--- src/rtl/or_and_result_serializer_if.sv ---
// Valid/ready input port and serial status bundle for the OR/AND result serializer.
// The master modport is the producer/observer side. The slave modport is the serializer.
interface or_and_result_serializer_if #(
  parameter int DEPTH = 4
) ();
  logic                     ena;
  logic                     in_valid;
  logic [7:0]               in_data;
  logic                     in_tag;
  logic                     in_ready;
  logic                     tx;
  logic                     busy;
  logic [$clog2(DEPTH):0]   fifo_count;
  logic                     overflow;

  modport master (
    output ena, in_valid, in_data, in_tag,
    input  in_ready, tx, busy, fifo_count, overflow
  );

  modport slave (
    input  ena, in_valid, in_data, in_tag,
    output in_ready, tx, busy, fifo_count, overflow
  );
endinterface

--- src/rtl/or_and_result_serializer.sv ---
// Buffers tagged OR/AND results in a small FIFO and sends each one on a single-wire frame.
// Frame layout: start(0), data LSB first, tag, stop(1). Each bit lasts CLKS_PER_BIT clocks.
module or_and_result_serializer #(
  parameter int DEPTH        = 4,
  parameter int CLKS_PER_BIT = 4
) (
  input logic                       clk,
  input logic                       rst,
  or_and_result_serializer_if.slave bus
);
  localparam int AW = $clog2(DEPTH);
  localparam int CW = (CLKS_PER_BIT > 1) ? $clog2(CLKS_PER_BIT) : 1;
  localparam logic [CW-1:0] LAST_CLK   = CW'(CLKS_PER_BIT - 1);
  localparam logic [AW:0]   FULL_COUNT = (AW + 1)'(DEPTH);

  typedef enum logic [2:0] {S_IDLE, S_START, S_DATA, S_TAG, S_STOP} state_t;

  logic [8:0]    r_mem [DEPTH];
  logic [AW-1:0] r_wr_ptr, r_rd_ptr;
  logic [AW:0]   r_count;
  logic          r_overflow;

  state_t        r_state, w_state_next;
  logic [8:0]    r_shift, w_shift_next;
  logic [2:0]    r_bit_idx, w_bit_idx_next;
  logic [CW-1:0] r_clk_cnt, w_clk_cnt_next;
  logic          r_tx, w_tx_next;

  logic w_full, w_empty, w_push, w_pop, w_bit_end;

  assign w_full    = (r_count == FULL_COUNT);
  assign w_empty   = (r_count == '0);
  assign w_push    = bus.ena & bus.in_valid & ~w_full;
  assign w_pop     = bus.ena & (r_state == S_IDLE) & ~w_empty;
  assign w_bit_end = (r_clk_cnt == LAST_CLK);

  // NOTE: the FIFO storage has no reset; the pointers and count alone define what is valid.
  always_ff @(posedge clk) begin
    if (w_push) r_mem[r_wr_ptr] <= {bus.in_tag, bus.in_data};
  end

  // NOTE: sequential state uses non-blocking assignments so every register samples pre-edge values.
  always_ff @(posedge clk or posedge rst) begin
    if (rst) begin
      r_wr_ptr   <= '0;
      r_rd_ptr   <= '0;
      r_count    <= '0;
      r_overflow <= 1'b0;
    end else begin
      if (w_push) r_wr_ptr <= r_wr_ptr + 1'b1;
      if (w_pop)  r_rd_ptr <= r_rd_ptr + 1'b1;
      case ({w_push, w_pop})
        2'b10:   r_count <= r_count + 1'b1;
        2'b01:   r_count <= r_count - 1'b1;
        default: r_count <= r_count;
      endcase
      if (bus.ena & bus.in_valid & w_full) r_overflow <= 1'b1;
    end
  end

  // NOTE: every combinational output gets a default first, so no path can infer a latch.
  always_comb begin
    w_state_next   = r_state;
    w_shift_next   = r_shift;
    w_bit_idx_next = r_bit_idx;
    w_clk_cnt_next = r_clk_cnt;
    if (bus.ena) begin
      unique case (r_state)
        S_IDLE: begin
          if (!w_empty) begin
            w_state_next   = S_START;
            w_shift_next   = r_mem[r_rd_ptr];
            w_clk_cnt_next = '0;
          end
        end
        S_START: begin
          if (w_bit_end) begin
            w_state_next   = S_DATA;
            w_bit_idx_next = '0;
            w_clk_cnt_next = '0;
          end else begin
            w_clk_cnt_next = r_clk_cnt + 1'b1;
          end
        end
        S_DATA: begin
          if (w_bit_end) begin
            w_shift_next   = {1'b0, r_shift[8:1]};
            w_clk_cnt_next = '0;
            if (r_bit_idx == 3'd7) w_state_next = S_TAG;
            else                   w_bit_idx_next = r_bit_idx + 1'b1;
          end else begin
            w_clk_cnt_next = r_clk_cnt + 1'b1;
          end
        end
        S_TAG: begin
          if (w_bit_end) begin
            w_state_next   = S_STOP;
            w_clk_cnt_next = '0;
          end else begin
            w_clk_cnt_next = r_clk_cnt + 1'b1;
          end
        end
        S_STOP: begin
          if (w_bit_end) begin
            w_state_next   = S_IDLE;
            w_clk_cnt_next = '0;
          end else begin
            w_clk_cnt_next = r_clk_cnt + 1'b1;
          end
        end
        default: w_state_next = S_IDLE;
      endcase
    end
  end

  // After eight data shifts the tag sits in shift[0], so DATA and TAG share one tx source.
  always_comb begin
    unique case (w_state_next)
      S_START:        w_tx_next = 1'b0;
      S_DATA, S_TAG:  w_tx_next = w_shift_next[0];
      default:        w_tx_next = 1'b1;
    endcase
  end

  always_ff @(posedge clk or posedge rst) begin
    if (rst) begin
      r_state   <= S_IDLE;
      r_shift   <= '0;
      r_bit_idx <= '0;
      r_clk_cnt <= '0;
      r_tx      <= 1'b1;
    end else begin
      r_state   <= w_state_next;
      r_shift   <= w_shift_next;
      r_bit_idx <= w_bit_idx_next;
      r_clk_cnt <= w_clk_cnt_next;
      r_tx      <= w_tx_next;
    end
  end

  assign bus.in_ready   = bus.ena & ~w_full;
  assign bus.tx         = r_tx;
  assign bus.busy       = (r_state != S_IDLE);
  assign bus.fifo_count = r_count;
  assign bus.overflow   = r_overflow;
endmodule

--- src/flat_wrapper.sv ---
// flat-port wrapper written by rule: the top's interface ports become plain ports
module or_and_result_serializer_flat 
#(
  parameter int DEPTH        = 4,
  parameter int CLKS_PER_BIT = 4
)
  (clk, rst, bus_ena, bus_in_valid, bus_in_data, bus_in_tag, bus_in_ready, bus_tx, bus_busy, bus_fifo_count, bus_overflow);
  or_and_result_serializer_if #(.DEPTH(DEPTH)) bus_i ();
  input logic clk;
  input logic rst;
  input wire logic [$bits(bus_i.ena)-1:0] bus_ena;
  input wire logic [$bits(bus_i.in_valid)-1:0] bus_in_valid;
  input wire logic [$bits(bus_i.in_data)-1:0] bus_in_data;
  input wire logic [$bits(bus_i.in_tag)-1:0] bus_in_tag;
  output wire logic [$bits(bus_i.in_ready)-1:0] bus_in_ready;
  output wire logic [$bits(bus_i.tx)-1:0] bus_tx;
  output wire logic [$bits(bus_i.busy)-1:0] bus_busy;
  output wire logic [$bits(bus_i.fifo_count)-1:0] bus_fifo_count;
  output wire logic [$bits(bus_i.overflow)-1:0] bus_overflow;
  assign bus_i.ena = bus_ena;
  assign bus_i.in_valid = bus_in_valid;
  assign bus_i.in_data = bus_in_data;
  assign bus_i.in_tag = bus_in_tag;
  assign bus_in_ready = bus_i.in_ready;
  assign bus_tx = bus_i.tx;
  assign bus_busy = bus_i.busy;
  assign bus_fifo_count = bus_i.fifo_count;
  assign bus_overflow = bus_i.overflow;
  or_and_result_serializer #(.DEPTH(DEPTH), .CLKS_PER_BIT(CLKS_PER_BIT)) u_core (.clk(clk), .rst(rst), .bus(bus_i));
endmodule
--- config.mk ---
export PLATFORM = sky130hd
export DESIGN_NAME = or_and_result_serializer_flat
export DESIGN_NICKNAME = d
export VERILOG_FILES = /design/src/rtl/or_and_result_serializer_if.sv /design/src/rtl/or_and_result_serializer.sv /design/src/flat_wrapper.sv
export SDC_FILE = /design/constraint.sdc
export NUM_CORES = 1
export LEC_CHECK = 0
export CAP_MARGIN = 20
export CELL_PAD_IN_SITES_DETAIL_PLACEMENT = 1
export CELL_PAD_IN_SITES_GLOBAL_PLACEMENT = 2
export CORE_MARGIN = 3
export CORE_UTILIZATION = 40
export CTS_BUF_LIST = sky130_fd_sc_hd__clkbuf_16
export DETAILED_ROUTE_END_ITERATION = 16
export PLACE_DENSITY = 0.73
export SYNTH_ARGS = -nofsm -noshare
export SYNTH_HDL_FRONTEND = slang
export SYNTH_SLANG_ARGS = --single-unit
--- constraint.sdc ---
create_clock -name clk -period 2.7 [get_ports clk]
set_input_delay 0.405 -clock clk [delete_from_list [all_inputs] [get_ports clk]]
set_output_delay 0.405 -clock clk [all_outputs]
set_load 0.01 [all_outputs]
# Word-level counts from Yosys, hierarchy flattened
# Memory sizes are Yosys's and may differ from the RTL's.
# Index checks and enable logic that the tools add are counted.
# classes
n_addsub	6
n_eq_ne	16
n_mux	23
bitwise_logic	8
n_reduce_logical	12
# ops
cell	n
$mux 3	10
$mux 9	2
$pmux 9 s2	1
$pmux 3 s5	1
$eq 3x2->1 const B	4
$pmux 3 s2	2
$eq 3x3->1 const B	3
$reduce_bool 2->1	4
$add 2x1->2 const B	3
$add 3x1->3 const B	2
$and 1x1->1	6
$eq 3x1->1 const B	2
$logic_not 3->1	2
$reduce_and 5->1	1
$eq 2x2->1 const B	2
$mux 2	2
$ne 2x1->1 const B	2
$ne 2x2->1 const B	2
$pmux 2 s2	1
$reduce_and 4->1	1
$reduce_or 4->1	1
$mux 1	3
$reduce_and 3->1	1
$reduce_bool 3->1	1
5 further kinds	6
# totals
register_bits	26
ram_bits	36
input_bits	13
output_inout_bits	7
elab_cells	76
memories	1
# memory_table
memory	depth	width	read_ports	rd_clocked_by_memory_dff	wr	line_no	rtl
u_core.r_mem	4	9	1	0	1	or_and_result_serializer.sv:18	logic [8:0] r_mem [DEPTH];

# Longest topological paths before layout
# depth
depth_word	8
depth_mapped	10
mapped_depth_nobuf	9

# Worst setup path before layout
# Ideal clock, no wire load.
# synth_timing
kind	register to register
startpoint	register u_core.r_count[0], in the netlist u_core.bus.fifo_count[0]
endpoint	register u_core.r_count[2], in the netlist u_core.bus.fifo_count[2]
setup_ns	0.131
arrival_time_ns	1.966
required_time_ns	2.569
path_slack_ns	0.603
stages_incl_launch_ff	10
path_buffers	1
synth_period_minus_slack_ns	2.097
path_cell_list	dfrtp_1 or3_4 and3_2 clkbuf_1 ha_1 inv_1 fa_1 xor2_1 nor2_1 xor2_1
# synth_via
elab_chain_cells	5
elab_cells_between_ends	12
classes_between	2 x add/sub; 3 x eq/ne; 1 x mux; 4 x bitwise; 2 x reduce/logical
# synth_lines
item	line_no	rtl
from (decl)	or_and_result_serializer.sv:20	logic [AW:0] r_count;
from (signal assigned)	or_and_result_serializer.sv:53	2'b10: r_count <= r_count + 1'b1;
from (signal assigned)	or_and_result_serializer.sv:54	2'b01: r_count <= r_count - 1'b1;
from (signal assigned)	or_and_result_serializer.sv:55	default: r_count <= r_count;
$logic_not 3->1 (*)	or_and_result_serializer.sv:32	assign w_empty = (r_count == '0);
$not 1->1 (*)	or_and_result_serializer.sv:34	assign w_pop = bus.ena & (r_state == S_IDLE) & ~w_empty;
$and 1x1->1 (*)	or_and_result_serializer.sv:34	
via u_core.w_pop	or_and_result_serializer.sv:29	logic w_full, w_empty, w_push, w_pop, w_bit_end;
$eq 2x1->1 / $eq 2x2->1 (equally long branches)	or_and_result_serializer.sv:52	case ({w_push, w_pop})
$pmux 3 s2 / $reduce_bool 2->1 (equally long branches)	--	
# The timed path passes the listed nets; every way through them passes the cells marked *.
# A chain may end at the register's enable or synchronous reset.

# Worst setup path after layout
# layout_timing
startpoint	register u_core.r_state[2]
endpoint	output bus_busy
# layout_via
elab_chain_cells	1
# layout_lines
item	line_no	rtl
from (decl)	or_and_result_serializer.sv:23	state_t r_state, w_state_next;
from (signal assigned)	or_and_result_serializer.sv:133	r_state <= w_state_next;
$reduce_bool 3->1	or_and_result_serializer.sv:143	assign bus.busy = (r_state != S_IDLE);
to (decl)	flat_wrapper.sv:17	output wire logic [$bits(bus_i.busy)-1:0] bus_busy;
# Every way passes these cells.

==> results.json <==
{
  "crit_type": "flip-flop to primary output",
  "p_leak_nw": 1.34,
  "post_cts_buffers": 0,
  "ios": 20,
  "power.density_nw_per_um2": 1120,
  "postCtsHoldBufs": 0,
  "finalSetupViolCount": 0,
  "wire_per_inst_um": 18.5,
  "cts_tree": "built",
  "place_hpwl_mm": 4.03,
  "synth.avg_cell_area_um2": 15.3,
  "synth_seq_cells": 62,
  "required_ps": 2300,
  "postSynthCellCount": 184,
  "drc": 0,
  "grt_pass1_vias": 1844,
  "firstDrtPassIters": 4,
  "synth_edf_count": 36,
  "nets": 232,
  "cellInternalPower_mw": 2.72,
  "clk_pin_slew_worst_paths_ps": 50,
  "wl_met1_mm": 2.38,
  "antennaDiodeCount": 0,
  "max_freq_mhz": 442,
  "irDropWorstVdd_mv": 0.582,
  "worstSetupEndpointType": "primary output",
  "clock_power_share_pct": 33.9,
  "area_growth_pct": 21.5,
  "worstMarginPinSlew_ps": 626,
  "yosys-top-cells-area": "edfxtp_1 38%, dfrtp_1 22%, mux4_2 7.2%, a22o_1 5.3%, ha_1 3.6%",
  "row_count": 29,
  "cts_root_buf": "clkbuf_16",
  "finalWeightedCongestion": 0.741,
  "r2r_setup_slack_ps": 470,
  "layout-drive-gt1-share_pct": 17.7,
  "synth_area_um2": 2810,
  "cts_buffer_depth": 2,
  "total_power_mw": 3.83,
  "utilization_pct": 52.0,
  "grt_antenna_before_repair": 0,
  "synthesis.nets": 206,
  "vias_per_cell": 5.33,
  "maxCapViolCount": 0,
  "fin_setup_tns_ps": 0,
  "fin_skew_ps": 3.33,
  "drt_iter0_drc": 70,
  "route.vias.total": 1641,
  "outcome": "finished, final reports clean",
  "worstSetupStartpointType": "flip-flop",
  "seq_area_frac_synth_pct": 61.6,
  "grt_max_degree": 27,
  "cp_max_fo": 11,
  "power_frac_comb_pct": 27.6,
  "insertion_delay_ps": 320,
  "rsz0062_at_grt": "false",
  "synth_warnings": 0,
  "async_flop_share_pct": 41.9,
  "yosysUniqueCellTypes": 51,
  "grt_pass1_wl_mm": 9.62,
  "die-height_um": 89.9,
  "ys_dominant_reg_cell": "edfxtp_1",
  "drt_wl_total_mm": 5.69,
  "ant_nets": 0,
  "htreeDepth": 3,
  "synthDominantCellAreaShare_pct": 38.4,
  "wl_met2_mm": 3.06,
  "final-hold-violation-count": 0,
  "slew_headroom_pct": 58.3,
  "cts_resized": 0,
  "numCtsBuffers": 9,
  "die_w_um": 89.9,
  "yosysTopAreaCell": "edfxtp_1",
  "period_share_pct": 83.9,
  "swShare_pct": 29.1,
  "grt_overflow": 0,
  "hold_path.class": "input port to async pin",
  "layout_min_cycle_time_ps": 2260,
  "grt_usage_pct": 15.4,
  "cp.arrival_ps": 1860,
  "p_switching_mw": 1.12,
  "coreArea_um2": 6570,
  "dr_wl_met3_um": 124,
  "dieArea_um2": 8080,
  "clock_sinks": 62,
  "slew_violations": 0,
  "seqPwrFrac_pct": 38.6,
  "routed.top_layer": "met4",
  "initial_utilization_pct": 42.8,
  "port_buffers": 19
}
synthesized netlist by cell type, types with 2 or more instances:
| library cell | n |
|---|---|
| ha_1 | 8 |
| edfxtp_1 | 36 |
| a21boi_0 | 2 |
| nand2_1 | 4 |
| and3_1 | 2 |
| clkbuf_1 | 3 |
| nor2_1 | 4 |
| mux2_2 | 2 |
| and2_1 | 6 |
| nand3_1 | 2 |
| nand2b_1 | 2 |
| and3b_1 | 2 |
| o21ai_0 | 3 |
| mux2i_1 | 2 |
| buf_6 | 5 |
| inv_1 | 10 |
| a21oi_1 | 3 |
| xor2_1 | 3 |
| a22o_1 | 17 |
| xnor2_1 | 3 |
| mux4_2 | 9 |
| dfrtp_1 | 25 |
| nor2b_1 | 3 |
cells in the final DEF (no fill, tap or decap), types with 4 or more instances in the layout:
| master | netlist | final |
|---|---|---|
| buf_4 | 0 | 6 |
| clkbuf_16 | 0 | 9 |
| dfrtp_1 | 25 | 25 |
| mux4_2 | 9 | 9 |
| inv_1 | 10 | 11 |
| ha_1 | 8 | 8 |
| clkdlybuf4s50_1 | 0 | 19 |
| nand2_1 | 4 | 4 |
| a22o_1 | 17 | 17 |
| edfxtp_1 | 36 | 36 |
| and2_1 | 6 | 6 |
| nor2_1 | 4 | 4 |
per-layer routing:
layer  vias to the layer above  GRT usage, %
met5                         -             0
met4                         0          8.04
met3                        10          2.92
li1                        760             -
met2                        23          27.3
met1                       848          17.7
final timing paths:
kind	startpoint	endpoint	cells past startpoint
min in group clk	u_core.bus.overflow$_DFFE_PP0P_	u_core.bus.overflow$_DFFE_PP0P_	1
max reg2reg	u_core.r_state[2]$_DFF_PP0_	u_core.bus.fifo_count[2]$_DFFE_PP0P_	8
max	u_core.r_state[2]$_DFF_PP0_	bus_busy	4
min reg2reg	u_core.bus.overflow$_DFFE_PP0P_	u_core.bus.overflow$_DFFE_PP0P_	1
min	rst	u_core.r_bit_idx[2]$_DFFE_PP0P_	3
max in group asynchronous	rst	u_core.bus.tx$_DFF_PP1_	3
final cells by class:
type / instances / area (um2)
Timing Repair Buffer: 25 / 235
Multi-Input combinational cell: 102 / 957
Sequential cell: 62 / 1730
Tap cell: 93 / 116
Clock inverter: 7 / 114
Inverter: 10 / 37.5
Fill cell: 626 / 3150
Clock buffer: 9 / 225
flip-flops by register name (all words and copies together), names as in the netlist:
register / count
u_core.r_bit_idx: 3
u_core.r_mem: 36
u_core.bus.tx: 1
u_core.r_wr_ptr: 2
u_core.bus.fifo_count: 3
u_core.r_clk_cnt: 2
u_core.r_state: 3
u_core.r_rd_ptr: 2
u_core.r_shift: 9
u_core.bus.overflow: 1
power by group through the flow:
stage / Clock [mW] / Combinational (mW) / Sequential (mW)
4_1_cts: 1.33 / 1.08 / 1.48
3_3_place_gp: 0 / 1.01 / 1.47
5_1_grt: 1.37 / 1.17 / 1.52
6_report: 1.30 / 1.06 / 1.48
2_1_floorplan: 0 / 0.833 / 1.40
3_5_place_dp: 0 / 1.07 / 1.50
through the flow:
step	hold WS, ps	setup WS (ps)	instances	instance area [um2]
floorplan	444	603	184	2810
global placement	457	382	292	3080
detailed placement	455	290	292	3080
CTS	471	434	308	3420
global route	495	287	308	3420
finish	454	436	308	3420
critical path, cell delays in order (launching register included):
cell             delay, ps
dfrtp_1                500
nor3_2                 310
buf_4                  180
inv_1                   60
clkdlybuf4s50_1        480
logic make-up after synthesis:
kind of cell,Yosys count,synth area share [%]
and+or+nand+nor,38,8.63
adders and majority gates,9,4.27
DFF,62,61.6
muxes,13,8.71
buffers and inverters,20,4.40
xor gates and xnor gates,6,1.87
AOI/OAI and AO/OA,36,10.5
No activity file was read; power rests on OpenSTA's default activity.
